`config.mk`:
```
export PLATFORM = sky130hd
export DESIGN_NAME = instr_loader
export DESIGN_NICKNAME = d
export VERILOG_FILES = /design/src/rtl/instr_loader_pkg.sv /design/src/rtl/instr_loader_byte_packer.sv /design/src/rtl/instr_loader.sv
export SDC_FILE = /design/constraint.sdc
export NUM_CORES = 1
export LEC_CHECK = 0
export BUFFER_PORTS_ARGS = -buffer_cell sky130_fd_sc_hd__buf_2
export CAP_MARGIN = 20
export CORE_MARGIN = 2
export CORE_UTILIZATION = 50
export DETAILED_ROUTE_END_ITERATION = 8
export GPL_ROUTABILITY_DRIVEN = 1
export PLACE_DENSITY_LB_ADDON = 0.2
export SLEW_MARGIN = 10
export SYNTH_ARGS = -nofsm -noshare
export SYNTH_HDL_FRONTEND = slang
export SYNTH_SLANG_ARGS = --single-unit
```
`constraint.sdc`:
```
create_clock -name clk_i -period 1.8 [get_ports clk_i]
set_input_delay 0.27 -clock clk_i [delete_from_list [all_inputs] [get_ports clk_i]]
set_output_delay 0.27 -clock clk_i [all_outputs]
set_load 0.005 [all_outputs]
```
`src/rtl/instr_loader_pkg.sv`:
```
// -----------------------------------------------------------------------------
// loader_pkg
// Shared definitions for the instruction loader.
// Contents:
//   state_t        - loader FSM states
//   HDR_LEN        - number of header bytes (16-bit word count, MSB first)
//   BYTES_PER_WORD - stream bytes per instruction word (big-endian)
// -----------------------------------------------------------------------------
package loader_pkg;

  typedef enum logic [2:0] {
    S_HDR0 = 3'd0,
    S_HDR1 = 3'd1,
    S_DATA = 3'd2,
    S_CHK  = 3'd3,
    S_DONE = 3'd4,
    S_ERR  = 3'd5
  } state_t;

  localparam int HDR_LEN        = 2;
  localparam int BYTES_PER_WORD = 4;

endpackage

```
`src/rtl/instr_loader_byte_packer.sv`:
```
// -----------------------------------------------------------------------------
// byte_packer
// Shifts stream bytes MSB-first into a 32-bit word. When the last byte of a
// word is shifted in, the completed word is registered and word_vld pulses
// for one cycle. A byte may be shifted in during the word_vld cycle; it
// starts the next word.
// Ports:
//   clk, rst_n - clock / asynchronous active-low reset
//   clr        - synchronous clear of the byte index
//   shift      - accept din this cycle
//   din        - stream byte
//   last       - the next shifted byte completes a word
//   word       - last completed word (held until the next one completes)
//   word_vld   - one-cycle strobe, word is new this cycle
// -----------------------------------------------------------------------------
module byte_packer
  import loader_pkg::*;
(
  input  logic        clk,
  input  logic        rst_n,
  input  logic        clr,
  input  logic        shift,
  input  logic [7:0]  din,
  output logic        last,
  output logic [31:0] word,
  output logic        word_vld
);

  localparam int IDX_W = $clog2(BYTES_PER_WORD);

  logic [IDX_W-1:0] idx;
  // Holds the bytes of the current word received so far
  logic [23:0]      asm_q;

  assign last = (idx == IDX_W'(BYTES_PER_WORD - 1));

  always_ff @(posedge clk or negedge rst_n) begin
    if (!rst_n) begin
      idx      <= '0;
      asm_q    <= '0;
      word     <= '0;
      word_vld <= 1'b0;
    end else begin
      word_vld <= 1'b0;
      if (clr) begin
        idx <= '0;
      end else if (shift) begin
        asm_q <= {asm_q[15:0], din};
        if (last) begin
          word     <= {asm_q, din};
          word_vld <= 1'b1;
          idx      <= '0;
        end else begin
          idx <= idx + 1'b1;
        end
      end
    end
  end

endmodule

```
`src/rtl/instr_loader.sv`:
```
// -----------------------------------------------------------------------------
// instr_loader
// Receives a program as a byte stream (16-bit word count, MSB first, then
// count big-endian 32-bit words) and writes the words into instruction
// memory, holding the CPU in reset until the load completes.
// Optional build macro: LOADER_CHECKSUM_EN adds a trailing XOR checksum byte
// covering every stream byte, header included.
// Ports:
//   clk_i, rst_n           - clock / asynchronous active-low reset
//   byte_valid_i/data_i    - byte source; transfer when valid && ready
//   byte_ready_o           - registered; loader accepts a byte this cycle
//   reload_i               - restart pulse, honoured only in DONE or ERR
//   im_we_o/addr_o/wdata_o - instruction memory write port
//   cpu_rst_n_o            - CPU reset, released only in DONE
//   done_o, err_o          - load completed / aborted
// -----------------------------------------------------------------------------
module instr_loader
  import loader_pkg::*;
#(
  parameter int          DEPTH     = 256,
  parameter logic [31:0] BASE_ADDR = 32'h0000_0000
) (
  input  logic        clk_i,
  input  logic        rst_n,
  input  logic        byte_valid_i,
  input  logic [7:0]  byte_data_i,
  output logic        byte_ready_o,
  input  logic        reload_i,
  output logic        im_we_o,
  output logic [31:0] im_addr_o,
  output logic [31:0] im_wdata_o,
  output logic        cpu_rst_n_o,
  output logic        done_o,
  output logic        err_o
);

  localparam int IDX_W = $clog2(DEPTH) + 1;

  state_t           state;
  logic [15:0]      count_q;
  logic [IDX_W-1:0] word_idx;
  // Final word's bytes are all in; waiting for its write cycle
  logic             last_q;
`ifdef LOADER_CHECKSUM_EN
  logic [7:0]       xor_q;
`endif

  logic        accept;
  logic        restart;
  logic        pk_last;
  logic        pk_word_vld;
  logic [15:0] count_full;

  assign accept     = byte_valid_i && byte_ready_o;
  assign restart    = reload_i && ((state == S_DONE) || (state == S_ERR));
  assign count_full = {count_q[15:8], byte_data_i};

  byte_packer u_packer (
    .clk      (clk_i),
    .rst_n    (rst_n),
    .clr      (restart),
    .shift    (accept && (state == S_DATA)),
    .din      (byte_data_i),
    .last     (pk_last),
    .word     (im_wdata_o),
    .word_vld (pk_word_vld)
  );

  // The packer's registered strobe is the write pulse; address is registered
  // alongside it below.
  assign im_we_o = pk_word_vld;

  always_ff @(posedge clk_i or negedge rst_n) begin
    if (!rst_n) begin
      state        <= S_HDR0;
      byte_ready_o <= 1'b0;
      im_addr_o    <= BASE_ADDR;
      cpu_rst_n_o  <= 1'b0;
      done_o       <= 1'b0;
      err_o        <= 1'b0;
      count_q      <= '0;
      word_idx     <= '0;
      last_q       <= 1'b0;
`ifdef LOADER_CHECKSUM_EN
      xor_q        <= '0;
`endif
    end else begin
`ifdef LOADER_CHECKSUM_EN
      if (accept && (state != S_CHK)) begin
        xor_q <= xor_q ^ byte_data_i;
      end
`endif
      case (state)
        S_HDR0: begin
          byte_ready_o <= 1'b1;
          if (accept) begin
            count_q[15:8] <= byte_data_i;
            state         <= S_HDR1;
          end
        end

        S_HDR1: begin
          if (accept) begin
            count_q <= count_full;
            if (count_full == 16'd0) begin
`ifdef LOADER_CHECKSUM_EN
              state        <= S_CHK;
              byte_ready_o <= 1'b1;
`else
              state        <= S_DONE;
              byte_ready_o <= 1'b0;
              done_o       <= 1'b1;
              cpu_rst_n_o  <= 1'b1;
`endif
            end else if (32'(count_full) > 32'(DEPTH)) begin
              state        <= S_ERR;
              byte_ready_o <= 1'b0;
              err_o        <= 1'b1;
            end else begin
              state <= S_DATA;
            end
          end
        end

        S_DATA: begin
          // Final byte of a word: latch its address for the write cycle.
          if (accept && pk_last) begin
            im_addr_o <= BASE_ADDR + (32'(word_idx) << 2);
            word_idx  <= word_idx + 1'b1;
            // Last word: stop accepting so no stray byte is consumed
            if ((32'(word_idx) + 32'd1) == 32'(count_q)) begin
              last_q       <= 1'b1;
              byte_ready_o <= 1'b0;
            end
          end
          if (pk_word_vld && last_q) begin
            last_q <= 1'b0;
`ifdef LOADER_CHECKSUM_EN
            state        <= S_CHK;
            byte_ready_o <= 1'b1;
`else
            state        <= S_DONE;
            byte_ready_o <= 1'b0;
            done_o       <= 1'b1;
            cpu_rst_n_o  <= 1'b1;
`endif
          end
        end

`ifdef LOADER_CHECKSUM_EN
        S_CHK: begin
          if (accept) begin
            byte_ready_o <= 1'b0;
            if (byte_data_i == xor_q) begin
              state       <= S_DONE;
              done_o      <= 1'b1;
              cpu_rst_n_o <= 1'b1;
            end else begin
              state <= S_ERR;
              err_o <= 1'b1;
            end
          end
        end
`endif

        S_DONE, S_ERR: begin
          byte_ready_o <= 1'b0;
          if (restart) begin
            state        <= S_HDR0;
            byte_ready_o <= 1'b1;
            im_addr_o    <= BASE_ADDR;
            cpu_rst_n_o  <= 1'b0;
            done_o       <= 1'b0;
            err_o        <= 1'b0;
            count_q      <= '0;
            word_idx     <= '0;
            last_q       <= 1'b0;
`ifdef LOADER_CHECKSUM_EN
            xor_q        <= '0;
`endif
          end
        end

        default: begin
          state        <= S_HDR0;
          byte_ready_o <= 1'b0;
        end
      endcase
    end
  end

endmodule
```
* Yosys cells after proc, flatten, opt, wreduce, memory -nomap -nowiden *
Index checks and enable logic that the tools add are counted.

word-level totals
  register bits = 123
  output and inout port bits = 69
  logic and storage cells = 105

operators by class
  $add $sub $neg = 3
  $lt $le $gt $ge = 1
  equality and inequality tests = 17
  multiplexer cells = 45
  bitwise operators = 2
  reductions and logical operators = 24

operators with widths
  operator                number
  $mux W32                2
  $pmux W32 S2            1
  $pmux W8 S3             1
  $mux W1                 20
  $mux W3                 6
  $mux W9                 2
  $pmux W9 S2             1
  $eq A10 B16 Y1          1
  $gt A16 B9 Y1 const B   1
  $logic_not A16 Y1       1
  $mux W16                1
  $mux W8                 2
  $pmux W8 S2             1
  $reduce_and A4 Y1       4
  $ne A2 B2 Y1 const B    6
  $pmux W3 S4             1
  $add A9 B1 Y10 const B  1
  $reduce_and A5 Y1       2
  $add A9 B1 Y9 const B   1
  $reduce_and A3 Y1       3
  $reduce_bool A2 Y1      4
  $eq A3 B3 Y1 const B    2
  $mux W2                 3
  $ne A3 B1 Y1 const B    2
  other kinds (16)        23

* Logic depth before layout (Yosys ltp) *
Gate-level depths: netlist of the first run.

  depth after elaboration = 6
  depth in mapped cells = 10
  depth with buffers taken out = 7

* By module *
From an unflattened synthesis of the first run, not the netlist that was laid out.

unflattened totals
  cells, all modules = 424
  area, all modules = 4794.6 um^2

by module, submodules not included
  module        instances  cells an instance  area each (um^2)
  instr_loader  1          294                2443.6
  byte_packer   1          130                2351.0

* Worst setup path after synthesis of the first run *
No wires, ideal clock.

  path kind = register -> register
  from = register state[2]
  to = register u_packer.asm_q[0]
  data arrival time = 1725 ps
  path slack = -52 ps
  stages on the path, launching flop included = 8
  buffers on the path = 4
  clock period less this slack = 1852 ps
  path through = dfrtp_1 -> buf_6 -> or3b_1 -> buf_4 -> nor2_8 -> buf_6 -> buf_6 -> mux2_1

between the ends
  cells in the longest elaborated chain, start to end = 5

RTL lines
  element                        RTL line                        text
  start: declaration             instr_loader.sv:39              state_t state;
  start signal: assignment       instr_loader.sv:75              state <= S_HDR0;
  start signal: assignment       instr_loader.sv:98              state <= S_HDR1;
  start signal: assignment       instr_loader.sv:110             state <= S_DONE;
  $eq A3 B3 Y1                   instr_loader.sv:55              assign restart = reload_i && ((state == S_DONE) || (state == S_ERR));
  $logic_or A1 B1 Y1             instr_loader.sv:55
  $logic_and A1 B1 Y1            instr_loader.sv:55
  $not A1 Y1 (no line)           -
  $reduce_and A2 Y1 (no line) *  -
  end signal: assignment         instr_loader_byte_packer.sv:48  asm_q <= {asm_q[15:0], din};
  end: declaration               instr_loader_byte_packer.sv:33  logic [23:0] asm_q;

Mark *: on every way between the ends. The rest lies on a longest branch, timed or not.
A chain may end at the register's enable or synchronous reset.

* Final worst setup path of the first run *
  from = register word_idx[0]
  to = register byte_ready_o

between the ends
  cells in the longest elaborated chain, start to end = 4

RTL lines
  element                      RTL line             text
  start: declaration           instr_loader.sv:41   logic [IDX_W-1:0] word_idx;
  start signal: assignment     instr_loader.sv:129  word_idx <= word_idx + 1'b1;
  $add A9 B1 Y10               instr_loader.sv:131  if ((32'(word_idx) + 32'd1) == 32'(count_q)) begin
  $eq A10 B16 Y1               instr_loader.sv:131
  $ne A3 B1 Y1 (no line)       -
  $reduce_and A4 Y1 (no line)  -
  end signal: assignment       instr_loader.sv:133  byte_ready_o <= 1'b0;
  end signal: assignment       instr_loader.sv:143  byte_ready_o <= 1'b0;
  end signal: assignment       instr_loader.sv:167  byte_ready_o <= 1'b0;
  end: declaration             instr_loader.sv:27   output logic byte_ready_o,

No other way between the ends.

==> results by group, run 1 <==
Yosys
  • Area leader, netlist: dfrtp_1
  • Largest family of logic cells by synthesized area: simple AND/OR/NAND/NOR gates
  • Post-synth top cells: nand2_1 (164), dfrtp_1 (100), o21ai_0 (26)
  • Asr flop ratio synth: 100%
  • Simple-gate area share of the yosys netlist: 21.7%
  • Post-synth top area share: 54.3%
  • Top-count cell post-synth: nand2_1
  • Synth Area in Adders: 0.543%
  • Xor/xnor share of the synthesized area: 2.09%
  • Main flop type after synthesis: dfrtp_1
  • Seq/Total Area, Yosys: 54.3%
  • Post-Synthesis Cells: 476
  • Synthesized area: 0.00460 mm²
  • FF+latch count, synth: 100
  • Number of enable flip-flop cells after synthesis: 0
  • Post-synthesis cell type count: 47
  • Post-Synthesis Mean Instance Area: 9.67 µm²
  • Mux contribution to synthesized area: 6.36%
  • Yosys warning count: 0
  • Synth Area in Compound Gates: 7.28%
  • Top post-synthesis cells by area: dfrtp_1 (54%), nand2_1 (13%), buf_4 (4.1%), mux2_2 (3.4%), mux2_1 (2.9%)

Global routing
  • Global-route wire length before repair: 16500 µm
  • Gr usage total: 21.1%
  • Number of global-route vias before repair: 3349
  • Total grt overflow: 0
  • Antenna violations before repair: 0
  • Largest net degree at the start of global routing: 38

Setup path
  • Crit path DAT: 2.07 ns
  • R2R depth: 6
  • CP required: 2.06 ns
  • Reg2reg setup slack: -0.01 ns
  • Critical Path Source Type: flop
  • CP Max Fanout: 4
  • Reg2reg end: byte_ready_o$_DFFE_PN0P_
  • Crit path kind: flop to flop
  • R2r startpoint: word_idx[0]$_DFFE_PN0P_
  • Setup crit end kind: flop

Run
  • Max cap viols: 0

CTS
  • Clock-pin slew on the worst setup and hold paths: 0.11 ns
  • Sink Count: 100
  • Total CTS buffers: 9
  • CTS tree: yes
  • H-tree depth: 3
  • Clock buffer depth: 2
  • Root Driver: clkbuf_8
  • Clock Latency Late Sink: 0.38 ns

STA
  • Fin. max-slew vios: 0
  • RSZ-0062 raised after global routing: true
  • Setup ws final: -0.0123 ns
  • Final setup violation count: 1
  • Min cycle time layout: 1.81 ns
  • Max Freq: 552 MHz
  • Final Skew: 0.0148 ns
  • Period utilization: 101%
  • Hold WS: 0.162 ns
  • Hold Fails Final Rpt: 0

Drt
  • # DRC: 0
  • Initial drt markers: 169
  • Via count: 3537
  • Drt wl/cell: 14.8 µm
  • Remaining antenna violation count: 0
  • DR pass1 iterations: 4
  • Vias per cell: 5.19
  • Total length of routed wires: 10100 µm

Min path
  • Min-delay worst type: primary input to flop
  • Hold wc startpoint: byte_data_i[0]
  • WHS Endpoint: u_packer.word[0]$_DFFE_PN0P_
  • Hold Path Stages: 3

Run status
  • Outcome: complete, but fails checks
  • Violated checks: negative setup slack

Pwr
  • Power per cell area: 1070 mW/mm²
  • Leakage: 3.00 nW
  • Peak VDD IR: 0.000459 V

Finish
  • Nets: 579
  • Diode count: 0
  • Final Non-Filler Cells: 681
  • Layout area overhead: 19.3%
  • Share of layout cells above drive strength 1: 27.0%
  • Design area: 0.00549 mm²

Placed design
  • Dpl ws: -0.0402 ns
  • # placed instances: 663
  • Hpwl dp: 7130 µm
  • IO buf count: 57
  • GP Congestion: 0.836
  • Placed inst area: 0.00513 mm²

Floorplanning
  • Area of the core: 0.00906 mm²
  • Initial Util: 50.8%
  • Die height: 100 µm
  • # IOs: 81
  • Die ar.: 0.00999 mm²
  • Row cnt: 35
  • Die Width: 100 µm
-- metrics by stage --
step	total power, W	TNS [ns]	utilization (%)
after floorplan	0.00369	0	-
after global placement	0.00412	0	56.6
after detailed placement	0.00417	-0.0402	56.6
after CTS	0.00587	0	59.6
after global routing	0.00626	-0.143	60.6
final	0.00590	-0.0123	60.6
-- worst max-delay path by stage --
stage                     slack (ns)                    start  cells past startpoint                        to
after global routing           -0.11  word_idx[0]$_DFFE_PN0P_                      6  byte_ready_o$_DFFE_PN0P_
after global placement         0.007  word_idx[0]$_DFFE_PN0P_                      6  byte_ready_o$_DFFE_PN0P_
after CTS                      0.004  count_q[15]$_DFFE_PN0P_                      7  byte_ready_o$_DFFE_PN0P_
after floorplan                0.001  word_idx[0]$_DFFE_PN0P_                      7  byte_ready_o$_DFFE_PN0P_
final                          -0.01  word_idx[0]$_DFFE_PN0P_                      6  byte_ready_o$_DFFE_PN0P_
after detailed placement       -0.04  count_q[15]$_DFFE_PN0P_                      7  byte_ready_o$_DFFE_PN0P_
-- power by group --
part           total, W  switching, W  internal [W]
sequential      0.00279      0.000250       0.00254
clock           0.00168      0.000860      0.000822
combinational   0.00144      0.000812      0.000624
total           0.00590       0.00192       0.00398
-- logic make-up (layout without fill, tap and decap cells) --
family,Yosys count,count (layout)
flops,100,100
compound gates,58,58
simple gates,229,229
xor+xnor,11,11
other cells,1,23
mux,26,26
buf+inv,49,121
fa+ha+maj,2,2
-- registers in the layout, indices dropped and copies added, names as in the netlist, 2 cells and up --
signal,cells
count_q,16
u_packer.word,32
u_packer.asm_q,24
u_packer.idx,2
state,3
word_idx,9
im_addr_o,9
-- layer usage --
metal  global-route usage (%)  share of wire (%)  vias to the layer above
met3                     3.83                4.9                       20
met5                        0                  0                        -
met1                     29.8                 46                     1702
li1                         -                  -                     1712
met4                     8.01                2.2                        0
met2                     32.9                 47                      103
-- final cells by class --
| class | instances | area, µm² |
|---|---|---|
| clock buffer | 9 | 124 |
| clock inverter | 7 | 116 |
| fill | 790 | 3570 |
| inverter | 3 | 11.3 |
| multi-input combinational | 349 | 1930 |
| sequential | 100 | 2500 |
| tap | 111 | 139 |
| timing repair buffer | 102 | 669 |
-- timing repair --
action                                 in CTS  in global routing
pin swaps                                   3                 10
setup buffers                               0                  1
resized for setup                           5                 19
endpoints found under the hold margin      20                  0
setup endpoints to repair                   2                  5
hold buffers                                1                  0
-- critical path: stages (launching register included) --
cell      delay, ns
dfrtp_1        0.43
ha_2           0.23
nor2b_4        0.15
o41ai_2        0.34
o211ai_1       0.21
nor4b_2        0.27
nor2_1         0.07
-- cell usage in the layout (no fill, tap or decap), types with 4 or more instances in the layout --
cell      synthesis  final
nand2_1         164    164
dfrtp_1         100     99
buf_2             4     56
buf_4            25     41
o21ai_0          26     25
conb_1            1     23
nor2_1           18     16
nand3_1          15     14
mux2_2           14     14
mux2_1           12     12
o21ai_1          10     10
clkbuf_8          0      9
xor2_1            6      6
xnor2_1           5      5
o31ai_1           4      4
(Power assumes the default switching activity.)
==> run 2: changes to the inputs <==
--- a/config.mk
+++ b/config.mk
@@ -5,6 +5,7 @@
 export SDC_FILE = /design/constraint.sdc
 export NUM_CORES = 1
 export LEC_CHECK = 0
+export ABC_AREA = 1
 export BUFFER_PORTS_ARGS = -buffer_cell sky130_fd_sc_hd__buf_2
 export CAP_MARGIN = 20
 export CORE_MARGIN = 2
==> run 2 against run 1 <==
The run now ends clean; sequential power barely moved; cell area fell by 5.3%; wire length fell by 5.1%; largest cell class unchanged.
==> results by group, run 2 <==
Finish
  • Top flop regs: u_packer.word: 32 flops, u_packer.asm_q: 24 flops, count_q: 16 flops (unchanged)
  • Final Non-Filler Cells: 721 (was 681)
  • Multi-input gate area: 0.00166 mm² (was 0.00193 mm²)
  • Nets: 622 (was 579)
  • Reg area: 0.00250 mm² (unchanged)
  • Largest reg by FF count: u_packer.word (unchanged)
  • Layout area overhead: 14.5% (was 19.3%)
  • Most frequent cells in the layout: nand2_1 (173), dfrtp_1 (99), o21ai_0 (63) (was nand2_1 (164), dfrtp_1 (99), buf_2 (56))
  • Largest register FFs: 32 (unchanged)
  • Fin util: 59.4% (was 60.6%)
  • Layout fillers: 806 (was 790)
  • Design area: 0.00520 mm² (was 0.00549 mm²)
  • Share of layout cells above drive strength 1: 18.9% (was 27.0%)
  • Most common cell after layout, fill and taps aside: nand2_1 (unchanged)
  • Diode count: 0 (unchanged)

Pwr
  • Sequential power share: 47.8% (was 47.2%)
  • Pint: 0.00380 W (was 0.00398 W)
  • Power per cell area: 1130 mW/mm² (was 1070 mW/mm²)
  • Clock power share: 26.3% (was 28.5%)
  • Combinational power share: 25.9% (was 24.3%)
  • Peak VDD IR: 0.000830 V (was 0.000459 V)
  • Switching share of power: 35.3% (was 32.6%)
  • Total power: 0.00588 W (was 0.00590 W)
  • Leakage: 2.83 nW (was 3.00 nW)
  • Net Sw Power: 0.00207 W (was 0.00192 W)

Setup path
  • Reg2reg setup slack: 0.12 ns (was -0.01 ns)
  • CP required: 2.06 ns (about the same)
  • Crit path DAT: 1.94 ns (was 2.07 ns)
  • R2R depth: 14 (was 6)
  • Crit path kind: flop to flop (unchanged)
  • Critical Path Source Type: flop (unchanged)
  • Reg2reg end: last_q$_DFFE_PN0P_ (was byte_ready_o$_DFFE_PN0P_)
  • CP Max Fanout: 5 (was 4)
  • Setup crit end kind: flop (unchanged)
  • R2r startpoint: word_idx[1]$_DFFE_PN0P_ (was word_idx[0]$_DFFE_PN0P_)

CTS
  • CTS tree: yes (unchanged)
  • Sink Count: 100 (unchanged)
  • Clock buffer depth: 2 (unchanged)
  • Clock Latency Late Sink: 0.37 ns (was 0.38 ns)
  • Root Driver: clkbuf_8 (unchanged)
  • Total CTS buffers: 9 (unchanged)
  • H-tree depth: 3 (unchanged)
  • Clock-pin slew on the worst setup and hold paths: 0.11 ns (about the same)

Yosys
  • Post-Synthesis Cells: 542 (was 476)
  • Seq/Total Area, Yosys: 55.1% (was 54.3%)
  • Post-Synthesis Mean Instance Area: 8.38 µm² (was 9.67 µm²)
  • Simple-gate area share of the yosys netlist: 21.7% (about the same)
  • Number of enable flip-flop cells after synthesis: 0 (unchanged)
  • Asr flop ratio synth: 100% (unchanged)
  • Synth Area in Compound Gates: 10.8% (was 7.28%)
  • Top-count cell post-synth: nand2_1 (unchanged)
  • Largest family of logic cells by synthesized area: simple AND/OR/NAND/NOR gates (unchanged)
  • Mux contribution to synthesized area: 0% (was 6.36%)
  • Area leader, netlist: dfrtp_1 (unchanged)
  • Synth Area in Adders: 0.551% (was 0.543%)
  • Top post-synthesis cells by area: dfrtp_1 (55%), nand2_1 (15%), o21ai_0 (7.2%), inv_1 (5.1%), buf_4 (4.0%) (was dfrtp_1 (54%), nand2_1 (13%), buf_4 (4.1%), mux2_2 (3.4%), mux2_1 (2.9%))
  • Post-synthesis cell type count: 28 (was 47)
  • FF+latch count, synth: 100 (unchanged)
  • Post-synth top area share: 55.1% (was 54.3%)
  • Yosys warning count: 0 (unchanged)
  • Xor/xnor share of the synthesized area: 0.386% (was 2.09%)
  • Post-synth top cells: nand2_1 (176), dfrtp_1 (100), o21ai_0 (65) (was nand2_1 (164), dfrtp_1 (100), o21ai_0 (26))
  • Synthesized area: 0.00454 mm² (was 0.00460 mm²)
  • Main flop type after synthesis: dfrtp_1 (unchanged)

STA
  • Period utilization: 93.2% (was 101%)
  • Hold Fails Final Rpt: 0 (unchanged)
  • Fin. max-slew vios: 0 (unchanged)
  • Final Skew: 0.0152 ns (was 0.0148 ns)
  • RSZ-0062 raised after global routing: false (was true)
  • Final setup violation count: 0 (was 1)
  • Min cycle time layout: 1.68 ns (was 1.81 ns)
  • Setup ws final: 0.122 ns (was -0.0123 ns)
  • Max Freq: 596 MHz (was 552 MHz)

Min path
  • Hold Path Stages: 3 (unchanged)
  • Hold wc startpoint: byte_data_i[1] (was byte_data_i[0])
  • WHS Endpoint: u_packer.asm_q[1]$_DFFE_PN0P_ (was u_packer.word[0]$_DFFE_PN0P_)
  • Min-delay worst type: primary input to flop (unchanged)

Floorplanning
  • Die height: 99.3 µm (was 100 µm)
  • Area of the core: 0.00876 mm² (was 0.00906 mm²)
  • Initial Util: 51.8% (was 50.8%)
  • Die ar.: 0.00986 mm² (was 0.00999 mm²)
  • # IOs: 81 (unchanged)
  • Row cnt: 34 (was 35)
  • Die Width: 99.3 µm (was 100 µm)

Global routing
  • Global-route wire length before repair: 16400 µm (was 16500 µm)
  • Antenna violations before repair: 0 (unchanged)
  • Largest net degree at the start of global routing: 86 (was 38)
  • Number of global-route vias before repair: 3398 (was 3349)
  • Total grt overflow: 0 (unchanged)
  • Gr usage total: 20.7% (was 21.1%)

Drt
  • Total length of routed wires: 9590 µm (was 10100 µm)
  • DR pass1 iterations: 5 (was 4)
  • Via count: 3540 (was 3537)
  • Initial drt markers: 175 (was 169)
  • Drt wl/cell: 13.3 µm (was 14.8 µm)
  • Remaining antenna violation count: 0 (unchanged)
  • Vias per cell: 4.91 (was 5.19)
  • # DRC: 0 (unchanged)

Placed design
  • # placed instances: 701 (was 663)
  • IO buf count: 57 (unchanged)
  • Hpwl dp: 6860 µm (was 7130 µm)
  • Dpl ws: -0.0500 ns (was -0.0402 ns)
  • GP Congestion: 0.890 (was 0.836)
  • Placed inst area: 0.00490 mm² (was 0.00513 mm²)

Run
  • Max cap viols: 0 (unchanged)

Run status
  • Outcome: complete, no violations (was complete, but fails checks)
run 2: power groups by stage:
stage | Combinational, W | Sequential, W | Clock, W
final | 0.00152 | 0.00281 | 0.00154
after global routing | 0.00177 | 0.00286 | 0.00167
after CTS | 0.00151 | 0.00281 | 0.00156
after detailed placement | 0.00150 | 0.00285 | 0
after global placement | 0.00148 | 0.00284 | 0
after floorplan | 0.00110 | 0.00281 | 0
run 2: area by class of cell:
| cell class | instances | area share [%] |
|---|---|---|
| flip-flops and latches | 100 | 48.1 |
| multi-input cells | 357 | 32.0 |
| repair buffers | 73 | 8.37 |
| inverters | 67 | 4.83 |
| well taps | 108 | 2.60 |
| clock buffers | 9 | 2.38 |
| clock inverters | 7 | 1.73 |
run 2: worst max path at each step:
stage,from,to,depth (start not counted)
global route,word_idx[1]$_DFFE_PN0P_,last_q$_DFFE_PN0P_,14
detailed placement,word_idx[0]$_DFFE_PN0P_,last_q$_DFFE_PN0P_,14
finish,word_idx[1]$_DFFE_PN0P_,last_q$_DFFE_PN0P_,14
global placement,word_idx[0]$_DFFE_PN0P_,byte_ready_o$_DFFE_PN0P_,14
CTS,word_idx[0]$_DFFE_PN0P_,last_q$_DFFE_PN0P_,15
floorplan,word_idx[0]$_DFFE_PN0P_,byte_ready_o$_DFFE_PN0P_,14
run 2: per-stage QoR:
| step | setup TNS, ns | hold WS [ns] |
|---|---|---|
| CTS | 0 | 0.111 |
| detailed placement | -0.0974 | 0.145 |
| global route | 0 | 0.139 |
| global placement | 0 | 0.146 |
| finish | 0 | 0.121 |
| floorplan | 0 | -0.0256 |
run 2: timing repair:
action	4_1_cts	5_1_grt
gates cloned	0	0
endpoints found under the setup margin	2	7
hold buffers	1	0
pin swaps	0	2
setup buffers	1	2
endpoints found under the hold margin	15	0
resized for setup	1	17
run 2: critical path: stages (launching register included):
cell	delay (ns)
dfrtp_1	0.44
ha_4	0.20
nand2_4	0.09
nor2_4	0.05
buf_4	0.13
nand2_1	0.06
nand2_1	0.07
nand3_1	0.07
nand2_1	0.05
nor2_1	0.09
nand3_1	0.10
nand2_2	0.09
nand2_1	0.05
nand2_1	0.05
nand2_1	0.04
run 2: cell families after synthesis:
kind of cell    after synthesis
simple gates                241
buf+inv                     107
flops                       100
compound gates               89
xor+xnor                      2
fa+ha+maj                     2
other cells                   1
run 2: metal layers:
layer | GRT usage [%] | up-vias | share of wire, %
met4 | 6.64 | 0 | 1.0
met5 | 0 | - | 0
li1 | - | 1777 | -
met1 | 31.3 | 1648 | 50
met2 | 31.1 | 107 | 44
met3 | 2.95 | 8 | 5.0
